### src/rtl/bf_pkg.sv
// bf_pkg: shared node width, null-node sentinel and trace FSM state encoding
// for the predecessor-path trace sequencer.
package bf_pkg;
    localparam int NODE_W = 5;
    localparam logic [NODE_W-1:0] NULL_NODE = '0;
    typedef enum logic [2:0] {IDLE, ISSUE, WAIT, CHECK, EMIT, DONE, ERR} trace_state_t;
endpackage

### src/rtl/path_stack.sv
// path_stack: registered LIFO holding traced path nodes; top is the most recent push.
module path_stack #(
    parameter int W          = 5,
    parameter int DEPTH_LOG2 = 5
) (
    input  logic         clk,
    input  logic         rst_n,
    input  logic         i_push,
    input  logic         i_pop,
    input  logic         i_clear,
    input  logic [W-1:0] i_data,
    output logic [W-1:0] o_top,
    output logic         o_full,
    output logic         o_empty,
    output logic         o_last
);
    localparam int DEPTH = 2 ** DEPTH_LOG2;
    logic [W-1:0]          r_mem [DEPTH];
    logic [DEPTH_LOG2:0]   r_cnt;
    logic [DEPTH_LOG2-1:0] w_top_idx;
    assign w_top_idx = DEPTH_LOG2'(r_cnt - 1'b1);
    assign o_top     = r_mem[w_top_idx];
    assign o_full    = r_cnt == (DEPTH_LOG2 + 1)'(DEPTH);
    assign o_empty   = r_cnt == '0;
    assign o_last    = r_cnt == (DEPTH_LOG2 + 1)'(1);
    always_ff @(posedge clk or negedge rst_n) begin
        if (!rst_n) begin
            r_cnt <= '0;
            for (int i = 0; i < DEPTH; i++) r_mem[i] <= '0;
        end else if (i_clear) begin
            r_cnt <= '0;
        end else if (i_push && !o_full) begin
            r_mem[r_cnt[DEPTH_LOG2-1:0]] <= i_data;
            r_cnt <= r_cnt + 1'b1;
        end else if (i_pop && !o_empty) begin
            r_cnt <= r_cnt - 1'b1;
        end
    end
endmodule

### src/rtl/path_trace_sequencer.sv
// path_trace_sequencer: walks the predecessor table from dest back to source, then streams the
// path source-first over valid/ready. Define PATH_TRACE_LOOP_GUARD_EN to abort after MAX_HOPS reads.
module path_trace_sequencer #(
    parameter int NODE_W   = 5,
    parameter int MAX_HOPS = 31
) (
    input  logic              clk,
    input  logic              sys_reset,
    input  logic              start,
    input  logic [NODE_W-1:0] source_addr,
    input  logic [NODE_W-1:0] dest_addr,
    output logic              pred_rd_en,
    output logic [NODE_W-1:0] pred_rd_addr,
    input  logic [NODE_W-1:0] pred_rd_data,
    output logic              node_valid,
    output logic [NODE_W-1:0] node_data,
    input  logic              node_ready,
    output logic              busy,
    output logic              done,
    output logic              error,
    output logic [NODE_W-1:0] hop_count
);
    import bf_pkg::*;
`ifdef PATH_TRACE_LOOP_GUARD_EN
    localparam bit GUARD_EN = 1'b1;
`else
    localparam bit GUARD_EN = 1'b0;
`endif
    localparam logic [NODE_W-1:0] HOP_SAT = '1;
    trace_state_t      r_state, w_next;
    logic [NODE_W-1:0] r_src, r_cur, r_hops, w_top, w_push_data;
    logic              r_error, w_push, w_pop, w_clear, w_full, w_empty, w_last, w_guard, w_found;
    assign w_guard = GUARD_EN && int'(r_hops) == MAX_HOPS;
    assign w_found = pred_rd_data == r_src;
    always_comb begin
        w_next      = r_state;
        w_push      = 1'b0;
        w_pop       = 1'b0;
        w_clear     = 1'b0;
        w_push_data = r_state == IDLE ? dest_addr : pred_rd_data;
        case (r_state)
            IDLE: if (start) begin
                w_push = 1'b1;
                w_next = dest_addr == source_addr ? EMIT : ISSUE;
            end
            ISSUE: w_next = WAIT;
            WAIT:  w_next = CHECK;
            CHECK: begin
                // a full stack rejects every push, including the source itself
                if (w_full || (!w_found && (pred_rd_data == NULL_NODE || w_guard))) w_next = ERR;
                else begin
                    w_push = 1'b1;
                    w_next = w_found ? EMIT : ISSUE;
                end
            end
            EMIT: if (node_ready && !w_empty) begin
                w_pop  = 1'b1;
                w_next = w_last ? DONE : EMIT;
            end
            DONE: w_next = IDLE;
            ERR: begin
                w_clear = 1'b1;
                w_next  = IDLE;
            end
            default: w_next = IDLE;
        endcase
    end
    always_ff @(posedge clk or negedge sys_reset) begin
        if (!sys_reset) begin
            r_state <= IDLE;
            r_src   <= '0;
            r_cur   <= '0;
            r_hops  <= '0;
            r_error <= 1'b0;
        end else begin
            r_state <= w_next;
            if (r_state == IDLE && start) begin
                r_src   <= source_addr;
                r_cur   <= dest_addr;
                r_hops  <= '0;
                r_error <= 1'b0;
            end
            if (r_state == ISSUE && r_hops != HOP_SAT) r_hops <= r_hops + 1'b1;
            if (r_state == CHECK) r_cur <= pred_rd_data;
            if (w_next == ERR) r_error <= 1'b1;
        end
    end
    path_stack #(.W(NODE_W), .DEPTH_LOG2(NODE_W)) u_stack (
        .clk     (clk),
        .rst_n   (sys_reset),
        .i_push  (w_push),
        .i_pop   (w_pop),
        .i_clear (w_clear),
        .i_data  (w_push_data),
        .o_top   (w_top),
        .o_full  (w_full),
        .o_empty (w_empty),
        .o_last  (w_last)
    );
    assign pred_rd_en   = r_state == ISSUE;
    assign pred_rd_addr = pred_rd_en ? r_cur : '0;
    assign node_valid   = r_state == EMIT;
    assign node_data    = node_valid ? w_top : '0;
    assign busy         = r_state != IDLE;
    assign done         = r_state == DONE;
    assign error        = r_error;
    assign hop_count    = r_hops;
endmodule

### config.mk
export PLATFORM = sky130hd
export DESIGN_NAME = path_trace_sequencer
export DESIGN_NICKNAME = d
export VERILOG_FILES = /design/src/rtl/bf_pkg.sv /design/src/rtl/path_stack.sv /design/src/rtl/path_trace_sequencer.sv
export SDC_FILE = /design/constraint.sdc
export NUM_CORES = 1
export LEC_CHECK = 0
export BUFFER_PORTS_ARGS = -buffer_cell sky130_fd_sc_hd__clkbuf_2
export CORE_MARGIN = 1.5
export CORE_UTILIZATION = 47
export DETAILED_ROUTE_END_ITERATION = 7
export PLACE_DENSITY = 0.68
export SKIP_CTS_REPAIR_TIMING = 1
export SLEW_MARGIN = 20
export SYNTH_ARGS = -nofsm -noshare
export SYNTH_HDL_FRONTEND = slang
export SYNTH_SLANG_ARGS = --single-unit
### constraint.sdc
create_clock -name clk -period 3.65 [get_ports clk]
set_input_delay 0.365 -clock clk [delete_from_list [all_inputs] [get_ports clk]]
set_output_delay 0.365 -clock clk [all_outputs]
set_load 0.05 [all_outputs]
### After elaboration in Yosys (flattened, before gate mapping)

Index checks and enable logic that the tools add are counted.

* flip-flop bits (word level): 185
* input port bits: 19
* output and inout port bits: 20
* logic and storage cells: 110

* add/subtract/negate cells: 3
* magnitude comparators: 3
* equality and inequality tests: 12
* muxes and demuxes: 31
* bitwise logic cells: 3
* reduce and logical (&&, ||, !) cells: 20

Operator list (number)
* bitwise mux 160 bit: 1
* 2-to-1 mux 5 bit: 10
* binary-select mux 5 bit (select 5 bit): 1
* demux 5 bit (select 5 bit): 1
* 2-to-1 mux 6 bit: 3
* 2-to-1 mux 3 bit: 5
* case mux 3 bit (5 select lines): 1
* == test 3 bit (second input constant): 4
* greater-or-equal comparator 6 bit (second input constant): 2
* NOT 5 -> 6 bit: 2
* == test 5 bit: 2
* 2-to-1 mux 1 bit: 8
* logical AND 1 bit: 7
* adder 6 x 1 -> 6 bit (second input constant): 1
* == test 3 x 2 -> 1 bit (second input constant): 2
* == test 6 x 1 -> 1 bit (second input constant): 1
* == test 6 bit (second input constant): 1
* zero test 6 bit: 1
* < comparator 6 x 1 -> 1 bit (second input constant): 1
* nonzero test 2 bit: 3
* nonzero test 3 bit: 2
* subtractor 6 x 1 -> 6 bit (second input constant): 1
* adder 5 x 1 -> 5 bit (second input constant): 1
* zero test 5 bit: 1
* other kinds (8): 10

### Logic depth before layout (Yosys ltp)

Gate-level depths: netlist (run 1).

* depth in word-level cells: 9
* gate-level depth with buffers: 10
* gate-level depth less buffers: 7

### Modules after synthesis

A second synthesis (run 1) with hierarchy kept.

* cell total of the unflattened synthesis: 681
* area total of the unflattened synthesis: 9519.1 um^2

By module, submodules not included
* path_stack: instances 1, cells an instance 558, area each 8265.4 um^2, sequential area each 4154.0 um^2
* path_trace_sequencer: instances 1, cells an instance 123, area each 1253.7 um^2, sequential area each 475.5 um^2

### Worst setup path after synthesis (run 1)

No wires, ideal clock.

* path kind: register to output
* from: register u_stack.r_cnt[0]
* to: output node_data[0]
* arrival time: 3.465 ns
* required time: 3.285 ns
* path slack: -0.180 ns
* cell stages (with the launch flop): 11
* path buffers: 5
* cells stage by stage: dfrtp_1 -> buf_2 -> clkbuf_1 -> inv_1 -> ha_1 -> clkbuf_1 -> clkbuf_1 -> buf_1 -> mux4_2 -> o221ai_1 -> o22ai_1

* cells in the longest elaborated chain, start to end: 6

RTL lines
* start: declaration: RTL line path_stack.sv:19 `logic [DEPTH_LOG2:0] r_cnt;`
* start signal: assignment: RTL line path_stack.sv:34 `r_cnt <= r_cnt + 1'b1;`
* start signal: assignment: RTL line path_stack.sv:36 `r_cnt <= r_cnt - 1'b1;`
* subtractor 6 x 1 -> 6 bit
* NOT 5 -> 6 bit (not written as such): RTL line path_stack.sv:22 `assign o_top = r_mem[w_top_idx];`
* binary-select mux 5 bit (select 5 bit): RTL line path_stack.sv:22
* 2-to-1 mux 5 bit (not written as such) (2 in a row): RTL line path_stack.sv:22
* 2-to-1 mux 5 bit: RTL line path_trace_sequencer.sv:103 `assign node_data = node_valid ? w_top : '0;`
* end: declaration: RTL line path_trace_sequencer.sv:16 `output logic [NODE_W-1:0] node_data,`

No other way between the ends. The select of a mux whose other input is x is not followed.

### Final worst setup path (run 1)

* from: register u_stack.r_cnt[1]
* to: output node_data[4]

Same word-level chain as after synthesis.

==> results of run 1 <==
## metrics by stage
step / total power, W / instance area [µm²] / utilization [%] / hold WS (ns) / instances
6_report: 0.00929 / 10400 / 53.4 / 0.197 / 965
5_1_grt: 0.00981 / 10400 / 53.4 / 0.208 / 964
3_3_place_gp: 0.00724 / 9730 / 50.2 / 0.389 / 931
4_1_cts: 0.00934 / 10400 / 53.4 / -0.0590 / 963
2_1_floorplan: 0.00636 / 9300 / - / 0.0694 / 664
3_5_place_dp: 0.00740 / 9730 / 50.2 / 0.398 / 931
## routing by layer
layer / up-vias / global-route usage (%) / part of all wire (%)
li1: 2536 / - / -
met1: 2984 / 29.8 / 45
met2: 121 / 36.6 / 49
met3: 29 / 3.67 / 3.8
met4: 0 / 7.14 / 1.8
met5: - / 0 / 0
## worst max-delay path by stage
stage	start	endpoint	slack (ns)	cells after the start
5_1_grt	u_stack.r_cnt[1]	node_data[4]	0.18	8
2_1_floorplan	u_stack.r_cnt[0]	node_data[0]	0.14	10
6_report	u_stack.r_cnt[1]	node_data[4]	0.31	8
3_3_place_gp	u_stack.r_cnt[1]	node_data[2]	0.87	8
3_5_place_dp	u_stack.r_cnt[1]	node_data[4]	0.78	8
4_1_cts	u_stack.r_cnt[1]	node_data[4]	0.33	8
## final cells by class
class	count	share of cell area [%]
Multi-Input combinational cell	423	42.6
Sequential cell	185	44.7
Antenna cell	1	0.0241
Inverter	6	0.217
Clock buffer	18	4.24
Clock inverter	14	1.77
Tap cell	265	3.20
Timing Repair Buffer	53	3.25
## worst max-delay path: cells and delay by family (launching register included)
family                   cells  cell delay [ns]
adder cells (fa/ha/maj)      1             0.32
buffers and inverters        3             0.74
multiplexers                 1             0.36
AO/OA/AOI/OAI                2             0.47
AND/OR/NAND/NOR              1             0.14
flip-flops                   1             0.49
## cell families (layout without fill, tap and decap cells)
logic type | after synthesis | count (layout) | share of synthesized area, %
mux | 217 | 217 | 31.3
flops | 185 | 185 | 50.0
simple gates | 125 | 125 | 9.25
compound gates | 62 | 62 | 4.74
buf+inv | 56 | 91 | 2.65
xor+xnor | 13 | 13 | 1.23
fa+ha+maj | 6 | 6 | 0.810
other cells | 0 | 1 | 0
## report_power, final
part	switching (W)	leakage (nW)	internal (W)	total [W]
clock network	0.000869	0.302	0.00106	0.00193
registers	0.000544	2.37	0.00285	0.00340
logic	0.00214	1.95	0.00182	0.00396
## flip-flops by register name, summed over array words and instances, names as in the netlist
name / cells
u_stack.r_mem: 160
u_stack.r_cnt: 6
hop_count: 5
r_cur: 5
r_src: 5
r_state: 3
error: 1
## cells in the final DEF, fill, tap and decap left out, types with 8 or more instances in the layout
cell,netlist,routed
a211oi_1,11,11
a21oi_1,13,13
buf_4,1,12
clkbuf_16,0,17
clkbuf_2,0,37
dfrtp_1,185,184
mux2_1,10,10
mux2_2,155,155
mux4_2,40,40
nand2_1,20,20
nand3_1,8,8
nand3_2,8,8
nand4_2,9,9
nor2_1,14,14
nor2b_1,13,13
o221ai_1,10,10
xnor2_1,9,9
==> flow_metrics.tcl, run 1 <==
set metrics [dict create \
    drive_gt1_share_pct 46.2 \
    place_congestion 0.870 \
    crit_fanout 25 \
    yosysUniqueCellTypes 60 \
    cts_tree "built" \
    rows 51 \
    antenna_found_initial 0 \
    wirelength_um 21200 \
    hold_path_depth 2 \
    grt_max_degree 81 \
    fin_crit_ns 3.34 \
    final.setup.worst_slack_ns 0.313 \
    fin_skew_ns 0.00940 \
    whs_endpoint "r_src[3]" \
    grt_remaining_overflow 0 \
    route.detailed.drc 0 \
    synth_edf_count 0 \
    die_y_um 143 \
    p_leak_nw 4.62 \
    via_per_inst 5.88 \
    fin_setup_tns_ns 0 \
    dp_worst_setup_slack_ns 0.779 \
    grt_pass1_vias 5949 \
    hpwl_um 14600 \
    synthCells 664 \
    avgSynthCellArea_um2 14.0 \
    finalSetupViolations 0 \
    synthFlopType "dfrtp_1" \
    hold_viol_final 0 \
    yosysTopAreaCell "dfrtp_1" \
    multi_input_area_mm2 0.00442 \
    clkSlewWorstSetupHoldPaths_ns 0.07 \
    fillers 1605 \
    relSlewSlack_pct 48.5 \
    crit_chain "inv_1, ha_1, buf_4, mux4_2, nor2b_1, a211oi_1, o22ai_2, clkbuf_2" \
    core_mm2 0.0194 \
    fmax_mhz 300 \
    numPortBuffers 38 \
    crit_arrival_ns 2.97 \
    drt_iter0_markers 366 \
    period_share_pct 91.4 \
    vias 5670 \
    hp-class "in -> reg" \
    synth_commonest_cells "dfrtp_1 (185), mux2_2 (155), mux4_2 (40)" \
    wl_per_cell_um 22.0 \
    die_w_um 143 \
    clock_latency_ns 0.44 \
    slowest_delay_ns 0.49 \
    grt_first_pass_wirelength_um 34300 \
    ir_drop_v 0.000472 \
    nets 711 \
    clock_path_buffers 2 \
    endpoint_kind "output port" \
    min_from "source_addr[3]" \
    synth_nets 689 \
    cpMaxStageDelayCell "dfrtp_1" \
    postRouteAntennaNets 0 \
    start_util_pct 47.8 \
    syn_area_mm2 0.00926 \
    cts_buffers 17 \
    reg2regPathDepth 7 \
    r2r_start "r_state[1]" \
    grt_use_total_pct 22.1 \
    power.density_mw_per_mm2 896 \
    rsz0062_at_grt "no" \
    r2r_slack_ns 0.81 \
    cts_root_buffer "clkbuf_16" \
    dieArea_mm2 0.0206 \
    area_growth_pct 11.9 \
    status "completed" \
    io_pins 39 \
    cp-start-kind "register" \
    seqCellArea_mm2 0.00463 \
    critPathKind "reg -> out" \
    slew_viol_final 0 \
    critPathRequiredTime_ns 3.28 \
    yosysTopAreaCellShare_pct 50.0 \
    synth_most_common_cell "dfrtp_1" \
    cts_max_level 4 \
    clkSinkCount 185 \
    worst_pin_slew_ns 0.770 \
    synthTopCellsByArea "dfrtp_1 (50%), mux2_2 (19%), mux4_2 (9.7%)" \
    ys_seq_elements 185 \
    yosysWarnings 0 \
    cap_viol_max_count 0 \
    drtPass1Iterations 4 \
    async_flop_share_pct 100 \
    r2r_end "u_stack.r_mem[145]" \
    ys_seq_area_share_pct 50.0 \
]
(Power assumes the default switching activity.)
==> run 2, diff against run 1 <==
--- a/config.mk
+++ b/config.mk
@@ -10,6 +10,7 @@
 export CORE_UTILIZATION = 47
 export DETAILED_ROUTE_END_ITERATION = 7
 export PLACE_DENSITY = 0.68
+export RECOVER_POWER = 50
 export SKIP_CTS_REPAIR_TIMING = 1
 export SLEW_MARGIN = 20
 export SYNTH_ARGS = -nofsm -noshare
==> run 2 against run 1 <==
Compared with the run above:
- the run now ends with capacitance limit, slew limit left
- sequential power barely moved
- critical path depth did not move
- die area did not move
- global-route usage did not move
- count of clock-buffer cells in the layout did not move
- combinational power barely moved
- largest power group unchanged
- highest routed layer unchanged
==> flow_metrics.tcl, run 2 (synthesized netlist as in run 1, its figures left out) <==
set metrics [dict create \
    status "finished with violations" \
    violations "capacitance limit, slew limit" \
    hold_path_depth 2 \
    clock_latency_ns 0.44 \
    crit_arrival_ns 2.97 \
    power.density_mw_per_mm2 899 \
    critPathLaunch "u_stack.r_cnt[1]" \
    grt_use_met3_pct 3.67 \
    postRouteAntennaNets 0 \
    endpoint_kind "output port" \
    cap_viol_max_count 1 \
    io_pins 39 \
    p_leak_nw 4.59 \
    core_mm2 0.0194 \
    final_common_cell "dfrtp_1" \
    fin_skew_ns 0.0140 \
    grt_max_degree 81 \
    use_met1_pct 29.8 \
    hpwl_um 14600 \
    crit_fanout 25 \
    hold_viol_final 0 \
    hp-class "in -> reg" \
    drtPass1Iterations 4 \
    area_growth_pct 11.6 \
    numPortBuffers 38 \
    fin_crit_ns 3.34 \
    reg_top3 "u_stack.r_mem (160), u_stack.r_cnt (6)" \
    nets 711 \
    regMostFlops "u_stack.r_mem" \
    clkSinkCount 185 \
    via_per_inst 5.87 \
    vias 5667 \
    critPathRequiredTime_ns 3.28 \
    fin_util_pct 53.3 \
    rsz0062_at_grt "no" \
    min_from "source_addr[3]" \
    worst_pin_slew_ns 1.67 \
    ir_drop_v 0.000472 \
    drive_gt1_share_pct 45.2 \
    antenna_found_initial 0 \
    wl_per_cell_um 22.0 \
    cts_tree "built" \
    cp-start-kind "register" \
    dieArea_mm2 0.0206 \
    grt_use_total_pct 22.1 \
    fin_setup_tns_ns 0 \
    cts_buffers 17 \
    r2r_start "r_state[1]" \
    slew_viol_final 64 \
    largest_reg_flops 160 \
    fmax_mhz 299 \
    die_w_um 143 \
    final_cell_mix "dfrtp_1 (184), mux2_2 (155), mux4_2 (40), clkbuf_2 (33), nand2_1 (20)" \
    clkSlewWorstSetupHoldPaths_ns 0.07 \
    grt_first_pass_wirelength_um 34300 \
    route.detailed.drc 0 \
    drt_iter0_markers 351 \
    critPathKind "reg -> out" \
    grt_use_met2_pct 36.6 \
    wirelength_um 21200 \
    cts_max_level 4 \
    rows 51 \
    period_share_pct 91.5 \
    place_congestion 0.870 \
    grt.busiest_layer "met2" \
    start_util_pct 47.8 \
    grt_pass1_vias 5949 \
    grt_remaining_overflow 0 \
    cts_root_buffer "clkbuf_16" \
    die_y_um 143 \
    finalSetupViolations 0 \
    reg2regPathDepth 7 \
    clock_path_buffers 2 \
    relSlewSlack_pct -11.3 \
]
run 2: path summary, 6_finish.rpt:
path | endpoint | slack, ns
setup / recovery | node_data[2] | 0.31
hold / removal | r_src[3] | 0.20
setup reg to reg | u_stack.r_mem[147] | 0.78
hold reg to reg | error | 0.49
max in group asynchronous | u_stack.r_mem[48] | 0.81
min in group asynchronous | hop_count[4] | 0.90
run 2: final cells by class:
cell class | instances | area (µm²)
Fill cell | 1618 | 9060
Sequential cell | 185 | 4630
Multi-Input combinational cell | 423 | 4420
Clock buffer | 18 | 439
Tap cell | 265 | 332
Timing Repair Buffer | 53 | 304
Clock inverter | 14 | 184
Inverter | 6 | 22.5
Antenna cell | 1 | 2.50
run 2: critical path, stage by stage (launching register included):
cell	delay [ns]
dfrtp_1	0.50
inv_1	0.13
ha_1	0.32
buf_4	0.36
mux4_2	0.37
nor2b_1	0.15
a211oi_1	0.29
o22ai_2	0.15
clkbuf_2	0.26
run 2: per-layer routing:
metal,share of wire [%],up-vias,wire length (µm)
met1,45,2991,9570
met4,1.6,0,343
li1,-,2542,-
met3,3.6,25,761
met2,50,109,10600
met5,0,-,0
run 2: metrics by stage:
stage                     setup WS (ns)  cells  instance area [µm²]  total power, W  hold WS, ns
after detailed placement          0.779    931                 9730         0.00740        0.398
final                             0.310    965                10300         0.00929        0.199
after global routing              0.178    964                10300         0.00980        0.208
after floorplan                   0.141    664                 9300         0.00636       0.0694
after global placement            0.866    931                 9730         0.00724        0.389
after CTS                         0.334    963                10400         0.00934      -0.0590
run 2: power breakdown:
group          internal (W)  switching [W]  leakage (nW)
combinational       0.00181        0.00215          1.92
sequential          0.00285       0.000549          2.37
clock               0.00106       0.000871         0.302
==> run 3, diff against run 2 <==
--- a/config.mk
+++ b/config.mk
@@ -5,6 +5,7 @@
 export SDC_FILE = /design/constraint.sdc
 export NUM_CORES = 1
 export LEC_CHECK = 0
+export ABC_AREA = 1
 export BUFFER_PORTS_ARGS = -buffer_cell sky130_fd_sc_hd__clkbuf_2
 export CORE_MARGIN = 1.5
 export CORE_UTILIZATION = 47
==> run 3 against run 2 <==
Compared with the run above:
- the flow still finishes with violations (capacitance limit, slew limit)
- utilization rose by 0.079 points
- area after synthesis shrank 0.62%
- clock skew fell by 0.0075 ns
- maximum frequency grew 7.5%
- first-iteration DRC count rose by 99%
- largest power group unchanged
- critical path depth is 2 higher
- non-clock buffer count up 5
- setup slack improved by 0.23 ns
- worst hold slack worse by 0.036 ns
==> flow_metrics.tcl, run 3 <==
set metrics [dict create \
    finalSetupViolations 0 \
    internal_power_w 0.00553 \
    hold_path_depth 3 \
    crit_fanout 10 \
    period_share_pct 85.1 \
    route.detailed.drc 0 \
    grt_max_degree 84 \
    clkSinkCount 185 \
    async_flop_share_pct 100 \
    cp-start-kind "register" \
    drive_gt1_share_pct 12.4 \
    yosysTopAreaCell "dfrtp_1" \
    cts_max_level 4 \
    endpoint_kind "output port" \
    power.density_mw_per_mm2 1010 \
    cts_buffers 17 \
    clock_path_buffers 2 \
    rsz0062_at_grt "no" \
    cts_root_buffer "clkbuf_16" \
    avgSynthCellArea_um2 8.15 \
    violations "capacitance limit, slew limit" \
    syn_area_mm2 0.00921 \
    hpwl_um 15100 \
    cap_viol_max_count 1 \
    grt_pass1_vias 7483 \
    clock_latency_ns 0.43 \
    fin_crit_ns 3.11 \
    p_sw_w 0.00491 \
    r2r_slack_ns 1.14 \
    final_cell_mix "nand2_1 (389), dfrtp_1 (184), o21ai_1 (169), nand3_1 (128), inv_1 (33)" \
    die_y_um 143 \
    reg2regPathDepth 12 \
    fin_util_pct 53.4 \
    antenna_found_initial 0 \
    die_w_um 143 \
    drtPass1Iterations 5 \
    synth_most_common_cell "nand2_1" \
    drt_iter0_markers 697 \
    rows 51 \
    whs_endpoint "r_src[4]" \
    ir_drop_v 0.000474 \
    vias 7711 \
    grt_first_pass_wirelength_um 39000 \
    via_per_inst 5.38 \
    worst_pin_slew_ns 1.94 \
    largest_reg_flops 160 \
    p_leak_nw 5.16 \
    clkSlewWorstSetupHoldPaths_ns 0.07 \
    fin_skew_ns 0.00641 \
    synthTopCellsByArea "dfrtp_1 (50%), nand2_1 (16%), o21ai_1 (9.2%)" \
    r2r_end "u_stack.r_mem[89]" \
    nets 1179 \
    wl_per_cell_um 16.4 \
    grt_use_total_pct 24.7 \
    power_frac_comb_pct 49.6 \
    min_from "source_addr[4]" \
    yosysWarnings 0 \
    netSwitchingFraction_pct 47.0 \
    yosysTopAreaCellShare_pct 50.3 \
    cts_tree "built" \
    critPathKind "reg -> out" \
    yosysUniqueCellTypes 36 \
    r2r_start "r_state[1]" \
    critPathRequiredTime_ns 3.28 \
    postRouteAntennaNets 0 \
    reg_top3 "u_stack.r_mem (160), u_stack.r_cnt (6)" \
    synthCells 1130 \
    synth_edf_count 0 \
    ys_seq_area_share_pct 50.3 \
    area_growth_pct 12.1 \
    hp-class "in -> reg" \
    fmax_mhz 322 \
    wirelength_um 23400 \
    synthFlopType "dfrtp_1" \
    relSlewSlack_pct -29.3 \
    numPortBuffers 38 \
    crit_arrival_ns 2.74 \
    grt_remaining_overflow 0 \
    core_mm2 0.0193 \
    io_pins 39 \
    hold_viol_final 0 \
    ys_seq_elements 185 \
    p_seq_share_pct 32.3 \
    start_util_pct 47.6 \
    place_congestion 0.896 \
    dieArea_mm2 0.0204 \
    antenna_cells 0 \
    synth_commonest_cells "nand2_1 (387), dfrtp_1 (185), o21ai_1 (169)" \
    p_clk_share_pct 18.1 \
    synth_nets 1155 \
    status "finished with violations" \
    fin_setup_tns_ns 0 \
    slew_viol_final 75 \
    regMostFlops "u_stack.r_mem" \
    final_common_cell "nand2_1" \
]
## run 3: changes by cell type after synthesis, sizes merged, moves of 7 or more
cell	before	now
nand3	16	130
mux2	170	0
and2	7	0
nand2	20	424
nor2	16	29
o21ai	8	189
mux4	40	0
mux2i	7	0
nand4	12	2
a21oi	13	30
inv	6	45
a211oi	11	0
nor2b	13	0
## run 3: power groups by stage
| stage | logic, W | clock network, W | registers [W] |
|---|---|---|---|
| after detailed placement | 0.00517 | 0 | 0.00339 |
| after global routing | 0.00577 | 0.00200 | 0.00347 |
| after CTS | 0.00520 | 0.00192 | 0.00337 |
| final | 0.00518 | 0.00189 | 0.00338 |
| after global placement | 0.00513 | 0 | 0.00338 |
| after floorplan | 0.00377 | 0 | 0.00333 |
## run 3: per-stage QoR
| stage | setup WS, ns | cell area [µm²] | std cells | hold WS [ns] | total power [W] |
|---|---|---|---|---|---|
| 3_3_place_gp | 1.02 | 9750 | 1399 | 0.433 | 0.00851 |
| 5_1_grt | 0.323 | 10300 | 1432 | 0.164 | 0.0112 |
| 3_5_place_dp | 0.998 | 9750 | 1399 | 0.435 | 0.00857 |
| 4_1_cts | 0.525 | 10400 | 1431 | -0.0224 | 0.0105 |
| 6_report | 0.545 | 10300 | 1432 | 0.163 | 0.0104 |
| 2_1_floorplan | 0.359 | 9210 | 1130 | 0.0694 | 0.00710 |
## run 3: final cells by class
cell class | count | area (µm²)
Clock buffer | 23 | 488
Clock inverter | 9 | 113
Fill cell | 1852 | 9020
Inverter | 46 | 176
Multi-Input combinational cell | 846 | 4180
Sequential cell | 185 | 4630
Tap cell | 265 | 332
Timing Repair Buffer | 58 | 399
## run 3: per-layer routing
layer	GRT usage, %	up-vias	wire length (µm)
li1	-	3797	-
met3	5.06	37	1210
met2	39.0	239	10800
met5	0	-	0
met4	7.60	0	458
met1	34.2	3638	10900
## run 3: logic make-up (layout without fill, tap and decap cells)
group	after synthesis	in the layout	share of synthesized area, %
AOI/OAI and AO/OA	233	233	13.1
and+or+nand+nor	597	597	30.5
adders and majority gates	6	6	0.815
DFF	185	185	50.3
buffers and inverters	99	136	4.32
xor gates and xnor gates	10	10	0.951
## run 3: worst max path at each step
stage                     depth (start not counted)             start  slack (ns)      endpoint
after global placement                           10  u_stack.r_cnt[2]        1.02  node_data[1]
after CTS                                        13  u_stack.r_cnt[1]        0.52  node_data[3]
after floorplan                                  14  u_stack.r_cnt[0]        0.36  node_data[0]
after detailed placement                         13  u_stack.r_cnt[1]         1.0  node_data[3]
after global routing                             13  u_stack.r_cnt[1]        0.32  node_data[4]
final                                            10  u_stack.r_cnt[2]        0.54  node_data[1]
## run 3: critical path, stage by stage, from the launching register on
cell	delay, ns
dfrtp_1	0.49
inv_4	0.16
nand3_1	0.13
xor2_1	0.50
inv_2	0.25
nand3_1	0.14
nand2_1	0.06
nand2_1	0.05
nand2_1	0.07
nor2_1	0.29
buf_12	0.18
